## src/rtl/uart_fifo_pkg.sv

```systemverilog
// uart_fifo_pkg: shared word geometry and packer state encoding
package uart_fifo_pkg;
    localparam int WORD_BYTES = 4;
    localparam int WORD_W = 32;
    localparam int NBYTES_W = 3;
    typedef enum logic {IDLE, FILL} pk_state_t;
endpackage

```

## src/rtl/sync_fifo.sv

```systemverilog
// sync_fifo: show-ahead FIFO whose head entry is held in an output register
// ports: clk, rst_n (async low); wr_en/wr_data push, wr_accept = push taken;
//        rd_valid/rd_data head, rd_ready pops; level = occupancy; full
module sync_fifo #(
    parameter int WIDTH = 35,
    parameter int DEPTH = 16
) (
    input  logic                     clk,
    input  logic                     rst_n,
    input  logic                     wr_en,
    input  logic [WIDTH-1:0]         wr_data,
    output logic                     wr_accept,
    input  logic                     rd_ready,
    output logic                     rd_valid,
    output logic [WIDTH-1:0]         rd_data,
    output logic [$clog2(DEPTH):0]   level,
    output logic                     full
);
    localparam int AW = $clog2(DEPTH);
    localparam int CW = AW + 1;
    logic [WIDTH-1:0] mem [DEPTH];
    logic [AW-1:0] wptr, rptr, rptr_n;
    logic [CW-1:0] count_n, remaining;
    logic pop;
    logic [WIDTH-1:0] head_n;
    assign full = level == CW'(DEPTH);
    assign pop = rd_valid && rd_ready;
    assign wr_accept = wr_en && (!full || pop);
    assign rptr_n = rptr + AW'(pop);
    assign count_n = level + CW'(wr_accept) - CW'(pop);
    assign remaining = level - CW'(pop);
    // with nothing left behind the popped head, the incoming word becomes the new head directly
    assign head_n = remaining == '0 ? wr_data : mem[rptr_n];
    always_ff @(posedge clk) begin
        if (wr_accept)
            mem[wptr] <= wr_data;
    end
    always_ff @(posedge clk or negedge rst_n) begin
        if (!rst_n) begin
            wptr <= '0;
            rptr <= '0;
            level <= '0;
            rd_valid <= 1'b0;
            rd_data <= '0;
        end else begin
            wptr <= wptr + AW'(wr_accept);
            rptr <= rptr_n;
            level <= count_n;
            rd_valid <= count_n != '0;
            rd_data <= count_n != '0 ? head_n : '0;
        end
    end
endmodule

```

## src/rtl/uart_rx_packer.sv

```systemverilog
// uart_rx_packer: packs UART bytes into 32-bit words with idle-timeout flush into a word FIFO
// ports: i_clk, i_rst_n (async low); i_rx_dv/i_rx_byte byte strobe;
//        o_wr_valid/i_wr_ready/o_wr_data/o_wr_nbytes head word handshake;
//        o_fifo_level occupancy; o_overflow sticky drop flag, i_clr_overflow clears it
module uart_rx_packer
    import uart_fifo_pkg::*;
#(
    parameter int FIFO_DEPTH = 16,
    parameter int TIMEOUT_CYCLES = 8680
) (
    input  logic                          i_clk,
    input  logic                          i_rst_n,
    input  logic                          i_rx_dv,
    input  logic [7:0]                    i_rx_byte,
    output logic                          o_wr_valid,
    input  logic                          i_wr_ready,
    output logic [WORD_W-1:0]             o_wr_data,
    output logic [NBYTES_W-1:0]           o_wr_nbytes,
    output logic [$clog2(FIFO_DEPTH):0]   o_fifo_level,
    output logic                          o_overflow,
    input  logic                          i_clr_overflow
);
    localparam int CNT_W = $clog2(TIMEOUT_CYCLES);
    pk_state_t state, state_n;
    logic [1:0] idx, idx_n;
    logic [WORD_W-1:0] word_q, word_n;
    logic [CNT_W-1:0] cnt, cnt_n;
    logic full_word, timeout, push, accept, fifo_full;
    logic [NBYTES_W-1:0] push_nbytes;
    logic [WORD_W-1:0] push_word;
    assign full_word = i_rx_dv && idx == 2'd3;
    // a strobe in the expiry cycle takes priority, so timeout requires no strobe
    assign timeout = state == FILL && !i_rx_dv && cnt == CNT_W'(TIMEOUT_CYCLES - 1);
    assign push = full_word || timeout;
    always_comb begin
        word_n = word_q;
        idx_n = idx;
        state_n = state;
        cnt_n = cnt;
        push_word = '0;
        push_nbytes = '0;
        if (i_rx_dv) begin
            word_n[{idx, 3'b000} +: 8] = i_rx_byte;
            idx_n = idx + 2'd1;
            state_n = FILL;
            cnt_n = '0;
        end else if (state == FILL) begin
            cnt_n = cnt + CNT_W'(1);
        end
        if (push) begin
            push_word = word_n;
            push_nbytes = full_word ? NBYTES_W'(WORD_BYTES) : {1'b0, idx};
            word_n = '0;
            idx_n = '0;
            state_n = IDLE;
            cnt_n = '0;
        end
    end
    always_ff @(posedge i_clk or negedge i_rst_n) begin
        if (!i_rst_n) begin
            state <= IDLE;
            idx <= '0;
            word_q <= '0;
            cnt <= '0;
            o_overflow <= 1'b0;
        end else begin
            state <= state_n;
            idx <= idx_n;
            word_q <= word_n;
            cnt <= cnt_n;
            o_overflow <= (o_overflow && !i_clr_overflow) || (push && !accept);
        end
    end
    sync_fifo #(
        .WIDTH(WORD_W + NBYTES_W),
        .DEPTH(FIFO_DEPTH)
    ) u_fifo (
        .clk(i_clk),
        .rst_n(i_rst_n),
        .wr_en(push),
        .wr_data({push_nbytes, push_word}),
        .wr_accept(accept),
        .rd_ready(i_wr_ready),
        .rd_valid(o_wr_valid),
        .rd_data({o_wr_nbytes, o_wr_data}),
        .level(o_fifo_level),
        .full(fifo_full)
    );
endmodule
```

## config.mk

```make
export PLATFORM = sky130hd
export DESIGN_NAME = uart_rx_packer
export DESIGN_NICKNAME = d
export VERILOG_FILES = /design/src/rtl/uart_fifo_pkg.sv /design/src/rtl/sync_fifo.sv /design/src/rtl/uart_rx_packer.sv
export SDC_FILE = /design/constraint.sdc
export NUM_CORES = 1
export LEC_CHECK = 0
export ABC_AREA = 1
export BUFFER_PORTS_ARGS = -buffer_cell sky130_fd_sc_hd__buf_2
export CAP_MARGIN = 20
export CORE_MARGIN = 2
export CORE_UTILIZATION = 59
export CTS_BUF_LIST = sky130_fd_sc_hd__clkbuf_8
export DETAILED_ROUTE_END_ITERATION = 10
export PLACE_DENSITY = 0.76
export SLEW_MARGIN = 20
export SYNTH_ARGS = -nofsm -noshare
export SYNTH_HDL_FRONTEND = slang
export SYNTH_SLANG_ARGS = --single-unit
```

## constraint.sdc

```tcl
create_clock -name i_clk -period 11.35 [get_ports i_clk]
set_input_delay 0.5675 -clock i_clk [delete_from_list [all_inputs] [get_ports i_clk]]
set_output_delay 0.5675 -clock i_clk [all_outputs]
set_load 0.1 [all_outputs]
```

==> impl_results.md, run 1 <==
* Synth top area cells: edfxtp_1 61%, nand2_1 10%, dfrtp_1 9.0%, nand3_1 8.8%, inv_1 1.5%
* Filler instances at 3420
* Final worst-path cycle share at 0.3543
* Switch Pwr at 3.781 mW
* Final ANT Viol Nets at 0
* Final Slew Violations at 0
* Setup crit start kind: register
* CTS H-Tree Depth at 3
* Core area at 46260 sq um
* Hold EP: o_overflow
* Avg Synthesized Cell Area at 11.33 sq um
* Area leader, netlist: edfxtp_1
* First-pass GRT wire length at 105300 um
* Gr usage total at 0.2964
* Worst EP arrival at 4.64 ns
* Syn-to-layout area delta at 10.18%
* Routability Congestion at 0.8677
* Initial core utilization at 0.5937
* Unique masters post-synth at 33
* First drt pass iteration count at 5
* Sw Share at 0.4439
* Setup TNS Final at 0 ns
* Final Setup Violations at 0
* Reg2reg setup slack at 7.33 ns
* Hold Path Cell Cnt at 2
* Cts bufs inserted at 102
* Pwr/cell area at 281.5 nW/um^2
* Layout cell share with drive strength beyond 1 at 0.1255
* Die X at 219.8 um
* Initial DRC Count at 2525
* Drt via density at 5.959
* Worst R2R Path Depth at 12
* CP Class: reg2reg
* Max VDD drop at 0.0007249 V
* Row count at 79
* DP Cell Count at 2992
* Max Fclk at 0.2486 GHz
* Tmin final at 4.022 ns
* Clock Skews at 0.04483 ns
* Post-synth EDFFs at 560
* Post-synth top cells: 761 x nand2_1, 560 x edfxtp_1, 483 x nand3_1, 112 x inv_1, 99 x dfrtp_1
* Final-report hold violation count at 0
* Initial antenna violation count at 2
* Clock buffer depth at 3
* R2r endpoint: u_fifo.rd_data[16]
* Worst Tran Pin Value at 1.159 ns
* Logic pwr share at 0.438
* Mapped Cells at 2424
* Vias in the first global route at 18302
* Most common flop cell mapped by yosys: edfxtp_1
* Reg2reg start: u_fifo.rd_valid
* Routed WL at 69740 um
* Post-synth ARST share at 0.1502
* Nets at 2525
* CP Max Fanout at 94
* CP required at 11.96 ns
* Pin count of the biggest net entering global routing at 184
* CTS tree: done
* CP endpoint kind: register
* DIE AREA at 48290 sq um
* Hold_ws at 0.05267 ns
* MaxCap Viol Count at 0
* HPWL after detailed placement at 36550 um
* Ys Warns at 0
* Cell Area, Synth at 27460 sq um
* IO Port Bufs at 54
* Layout Utilization at 0.6541
* HP Class: in2reg
* DIE HEIGHT at 219.8 um
* Number of remaining DRC errors at 0
* Syn Nets at 2459
* Seq/Total Area, Yosys at 0.7025
* Outcome: finished, final reports clean
* Synth top area share at 0.6123
* Slew HR at 0.2273
* Most frequently used cell type in the post-synthesis netlist: nand2_1
* Clock-pin slew on the worst setup and hold paths at 0.06 ns
* Vias post-DR at 18960
* Clk Latency, worst-skew pair at 0.71 ns
* I/O pins at 55
* P_int at 4.736 mW
* Number of synthesized register bits at 659
* Cts repair resizes at 0
* Leakage at 12.27 nW
* Root Driver: clkbuf_8
* Worst hold start: i_clr_overflow
* Seq pwr share at 0.339
* Clock Power Share at 0.223
* Fin cells at 3182
* TritonCTS Sinks at 659
* RSZ-0062 raised after global routing: false
* Grt ovf at 0
* Drt wl/cell at 21.92 um
==> power by group through the flow <==
stage	clock network [mW]	logic, mW	registers, mW
finish	1.90	3.73	2.89
global route	2.02	4.04	2.90
CTS	1.92	3.70	2.89
detailed placement	0	3.69	2.93
global placement	0	3.60	2.93
floorplan	0	2.32	3.43
==> metal layers <==
metal	routed length, um	vias up	track usage
li1	-	8483	-
met1	27100	9123	0.3983
met2	32910	1137	0.4738
met3	7165	215	0.05783
met4	2551	2	0.1327
met5	13	-	0
==> layout make-up <==
cell class	count	area, sq um	area share
Multi-Input combinational cell	1513	7209	0.2382
Clock inverter	77	431.7	0.01427
Tap cell	607	759.5	0.02510
Antenna cell	1	2.502	0.00008270
Sequential cell	659	19290	0.6376
Inverter	120	460.4	0.01522
Clock buffer	111	1528	0.05049
Timing Repair Buffer	94	575.6	0.01902
==> layout by cell type, fill, tap and decap left out, types with 13 or more instances in the layout <==
| master | n |
|---|---|
| nand2_1 | 760 |
| edfxtp_1 | 560 |
| nand3_1 | 483 |
| inv_1 | 150 |
| clkbuf_8 | 111 |
| dfrtp_1 | 99 |
| nor2_1 | 84 |
| buf_2 | 53 |
| buf_4 | 40 |
| nand3_2 | 33 |
| a21oi_2 | 30 |
| o21ai_0 | 19 |
| ha_1 | 19 |
| clkinv_1 | 17 |
| clkinv_2 | 16 |
| o21ai_1 | 15 |
| nor3_2 | 13 |
==> sequential cells by signal, summed over array words and instances (netlist names) <==
signal	flops
idx	2
u_fifo.level	5
o_overflow	1
u_fifo.mem	560
u_fifo.rd_valid	1
u_fifo.wptr	4
u_fifo.rptr	4
cnt	14
u_fifo.rd_data	35
state	1
word_q	32
==> repair_timing <==
item / 4_1_cts / 5_1_grt
buffers inserted: 0 / 0
hold buffers: 1 / 0
hold endpoints to repair: 51 / 0
==> metrics by stage <==
step	total power [mW]	instance area [sq um]	worst slack [ns]
2_1_floorplan	5.750	27460	6.631
3_3_place_gp	6.532	28270	7.271
3_5_place_dp	6.619	28290	7.103
4_1_cts	8.498	30260	7.336
5_1_grt	8.964	30260	7.111
6_report	8.517	30260	7.328
==> worst max-delay path, cell delays in order, from the launching register on <==
cell     delay (ns)
dfrtp_1        0.39
nand2_1        0.10
inv_1          0.10
ha_4           0.28
buf_4          0.56
buf_4          0.93
buf_4          0.76
nand2_1        0.16
nand3_1        0.13
nand3_1        0.10
nand3_1        0.14
a21oi_2        0.08
nor2_1         0.15
==> worst max path at each step <==
stage | startpoint | end | slack, ns | cells after the start
after global placement | i_wr_ready | u_fifo.rd_data[17] | 7.27 | 13
after detailed placement | i_wr_ready | u_fifo.rd_data[16] | 7.10 | 13
final | u_fifo.rd_valid | u_fifo.rd_data[16] | 7.33 | 12
after floorplan | u_fifo.level[2] | u_fifo.mem[8][0] | 6.63 | 6
after CTS | u_fifo.rd_valid | u_fifo.rd_data[16] | 7.34 | 12
after global routing | u_fifo.rd_valid | u_fifo.rd_data[0] | 7.11 | 12
==> cell families after synthesis <==
group                      Yosys count  synth area share
AOI/OAI and AO/OA                   85           0.02014
xor gates and xnor gates            11          0.004465
adders and majority gates           22           0.01030
buffers and inverters              252           0.03982
DFF                                659            0.7025
and+or+nand+nor                   1395            0.2228
No activity file was read; power rests on OpenSTA's default activity.
==> inputs of run 2 (changes only) <==
==> constraint.sdc (replaced) <==
create_clock -name i_clk -period 4.17 [get_ports i_clk]
set_input_delay 0.2085 -clock i_clk [delete_from_list [all_inputs] [get_ports i_clk]]
set_output_delay 0.2085 -clock i_clk [all_outputs]
set_load 0.1 [all_outputs]
==> impl_results.md, run 2 (synthesis gave the netlist of run 1 again) <==
* Reg2reg setup slack at 0.79 ns (-6.54 ns)
* CTS tree: done
* HPWL after detailed placement at 37430 um (+2.4%)
* Cts bufs inserted at 101 (-0.98%)
* I/O pins at 55 (unchanged)
* Commonest non-fill, non-tap cell in the layout: nand2_1
* Layout cell share with drive strength beyond 1 at 0.1302 (+0.004715)
* Biggest regs: u_fifo.mem: 560 flops, u_fifo.rd_data: 35 flops, word_q: 32 flops
* CP Max Fanout at 24 (-74%)
* Worst EP arrival at 3.94 ns (-0.70 ns)
* Final-report hold violation count at 0 (unchanged)
* CTS H-Tree Depth at 3 (unchanged)
* Leakage at 12.41 nW (+1.1%)
* Critical Path Start: cnt[0]
* Setup crit start kind: register
* Clock buffer depth at 3 (unchanged)
* Reg2reg start: cnt[0]
* Grt ovf at 0 (unchanged)
* Initial antenna violation count at 1 (-1)
* Clk Latency, worst-skew pair at 0.71 ns (about the same)
* RSZ-0062 raised after global routing: false
* Vias in the first global route at 17935 (-2.0%)
* Slew HR at 0.1599 (-0.06739)
* Max Fclk at 0.2958 GHz (+19%)
* Postcts setup bufs at 0 (unchanged)
* DIE AREA at 48290 sq um (unchanged)
* CP Class: reg2reg
* Row count at 79 (unchanged)
* Drt via density at 5.907 (-0.86%)
* Vias post-DR at 18927 (-0.17%)
* Layout Utilization at 0.6614 (+0.007275)
* Nets at 2548 (+0.91%)
* Worst Tran Pin Value at 1.260 ns (+0.1011 ns)
* Pin count of the biggest net entering global routing at 207 (+13%)
* Number of remaining DRC errors at 0 (unchanged)
* IO Port Bufs at 54 (unchanged)
* Syn-to-layout area delta at 11.41%
* Root Driver: clkbuf_8
* CP required at 4.73 ns (-7.23 ns)
* First-pass GRT wire length at 105900 um (+0.52%)
* Filler instances at 3392 (-0.82%)
* Most flop-heavy register: u_fifo.mem
* Drt wl/cell at 22.07 um (+0.72%)
* Max VDD drop at 0.0008155 V (+13%)
* Clock Skews at 0.03568 ns (-0.009145 ns)
* MaxCap Viol Count at 0 (unchanged)
* DIE HEIGHT at 219.8 um (unchanged)
* Most frequent cells in the layout: 760 x nand2_1, 560 x edfxtp_1, 483 x nand3_1
* Final Setup Violations at 0 (unchanged)
* Hold_ws at 0.1087 ns (+0.05604 ns)
* Final Slew Violations at 0 (unchanged)
* Die X at 219.8 um (unchanged)
* Clock-pin slew on the worst setup and hold paths at 0.07 ns (about the same)
* Gr usage total at 0.2970 (+0.0005471)
* Max reg flops at 560 (unchanged)
* Pwr/cell area at 769.2 nW/um^2 (+170%)
* Initial DRC Count at 2540 (+0.59%)
* Tmin final at 3.380 ns (-0.6414 ns)
* Outcome: finished, final reports clean
* First drt pass iteration count at 6 (+1)
* TritonCTS Sinks at 659 (unchanged)
* Final ANT Viol Nets at 0 (unchanged)
* Routed WL at 70720 um (+1.4%)
* Core area at 46260 sq um (unchanged)
* Routability Congestion at 0.8812 (+1.6%)
* CP endpoint kind: register
* Final worst-path cycle share at 0.8106 (+0.4563)
* HP Class: in2async
* Initial core utilization at 0.5937 (unchanged)
## run 2: changes by cell type in the layout (fill, tap and decap cells not counted), sizes merged
cell | before | now
dlygate4sd3 | 1 | 12
inv | 158 | 153
clkinvlp | 2 | 3
clkinv | 33 | 36
clkbuf | 111 | 110
buf | 93 | 106
## run 2: final cells by class
| cell class | count | area, sq um | share of cell area |
|---|---|---|---|
| multi-input combinational | 1513 | 7203 | 0.2354 |
| sequential | 659 | 19290 | 0.6306 |
| inverter | 120 | 460.4 | 0.01505 |
| clock inverter | 76 | 455.4 | 0.01489 |
| clock buffer | 110 | 1514 | 0.04948 |
| tap | 607 | 759.5 | 0.02482 |
| timing repair buffer | 118 | 908.4 | 0.02969 |
| antenna | 1 | 2.502 | 0.00008179 |
## run 2: path summary, 6_finish.rpt
check / end / depth (start not counted)
max in group asynchronous: u_fifo.rd_data[20] / 3
min in group i_clk: u_fifo.wptr[0] / 6
worst max-delay path: u_fifo.rd_data[20] / 20
worst max register to register: u_fifo.rd_data[20] / 20
worst min-delay path: word_q[14] / 3
worst min register to register: cnt[1] / 2
## run 2: repair_timing
action,in CTS,in global routing
gates resized for setup,0,0
hold buffers,12,0
endpoints found under the hold margin,126,0
## run 2: metrics by stage
step	power, mW	setup TNS, ns	instances	setup slack [ns]	instance area, sq um
6_report	23.54	0	3204	0.7896	30600
5_1_grt	24.72	0	3204	0.5029	30600
4_1_cts	23.47	0	3203	0.8036	30590
3_5_place_dp	18.30	0	3005	0.8743	28500
3_3_place_gp	18.07	0	3005	0.9647	28500
2_1_floorplan	15.65	-236.50	2424	-0.5495	27460
## run 2: power by group
group / total, mW / switching (mW) / internal [mW]
clock network: 5.19 / 2.50 / 2.69
registers: 7.90 / 0.307 / 7.59
logic: 10.4 / 7.64 / 2.80
total: 23.5 / 10.4 / 13.1
## run 2: metal layers
metal,share of wire,track usage,vias to the layer above
li1,-,-,8524
met5,0,0,-
met1,0.39,0.4042,9216
met2,0.49,0.4754,1028
met3,0.093,0.05135,159
met4,0.033,0.1302,0
## run 2: critical path: stages (launching register included)
cell and delay, ns:
dfrtp_1 0.39, ha_1 0.19, nand2_1 0.08, clkinv_1 0.06, nand2_1 0.05, nor2_1 0.19, nand2_1 0.12, nand2_2 0.10
nand2_2 0.06, inv_1 0.09, ha_1 0.20, inv_1 0.06, fa_1 0.38, nand3b_1 0.20, nand2_1 0.08, nand2_1 0.04
nand2_1 0.10, nand3_2 0.36, buf_12 0.34, nand2_1 0.09, nor2_1 0.05
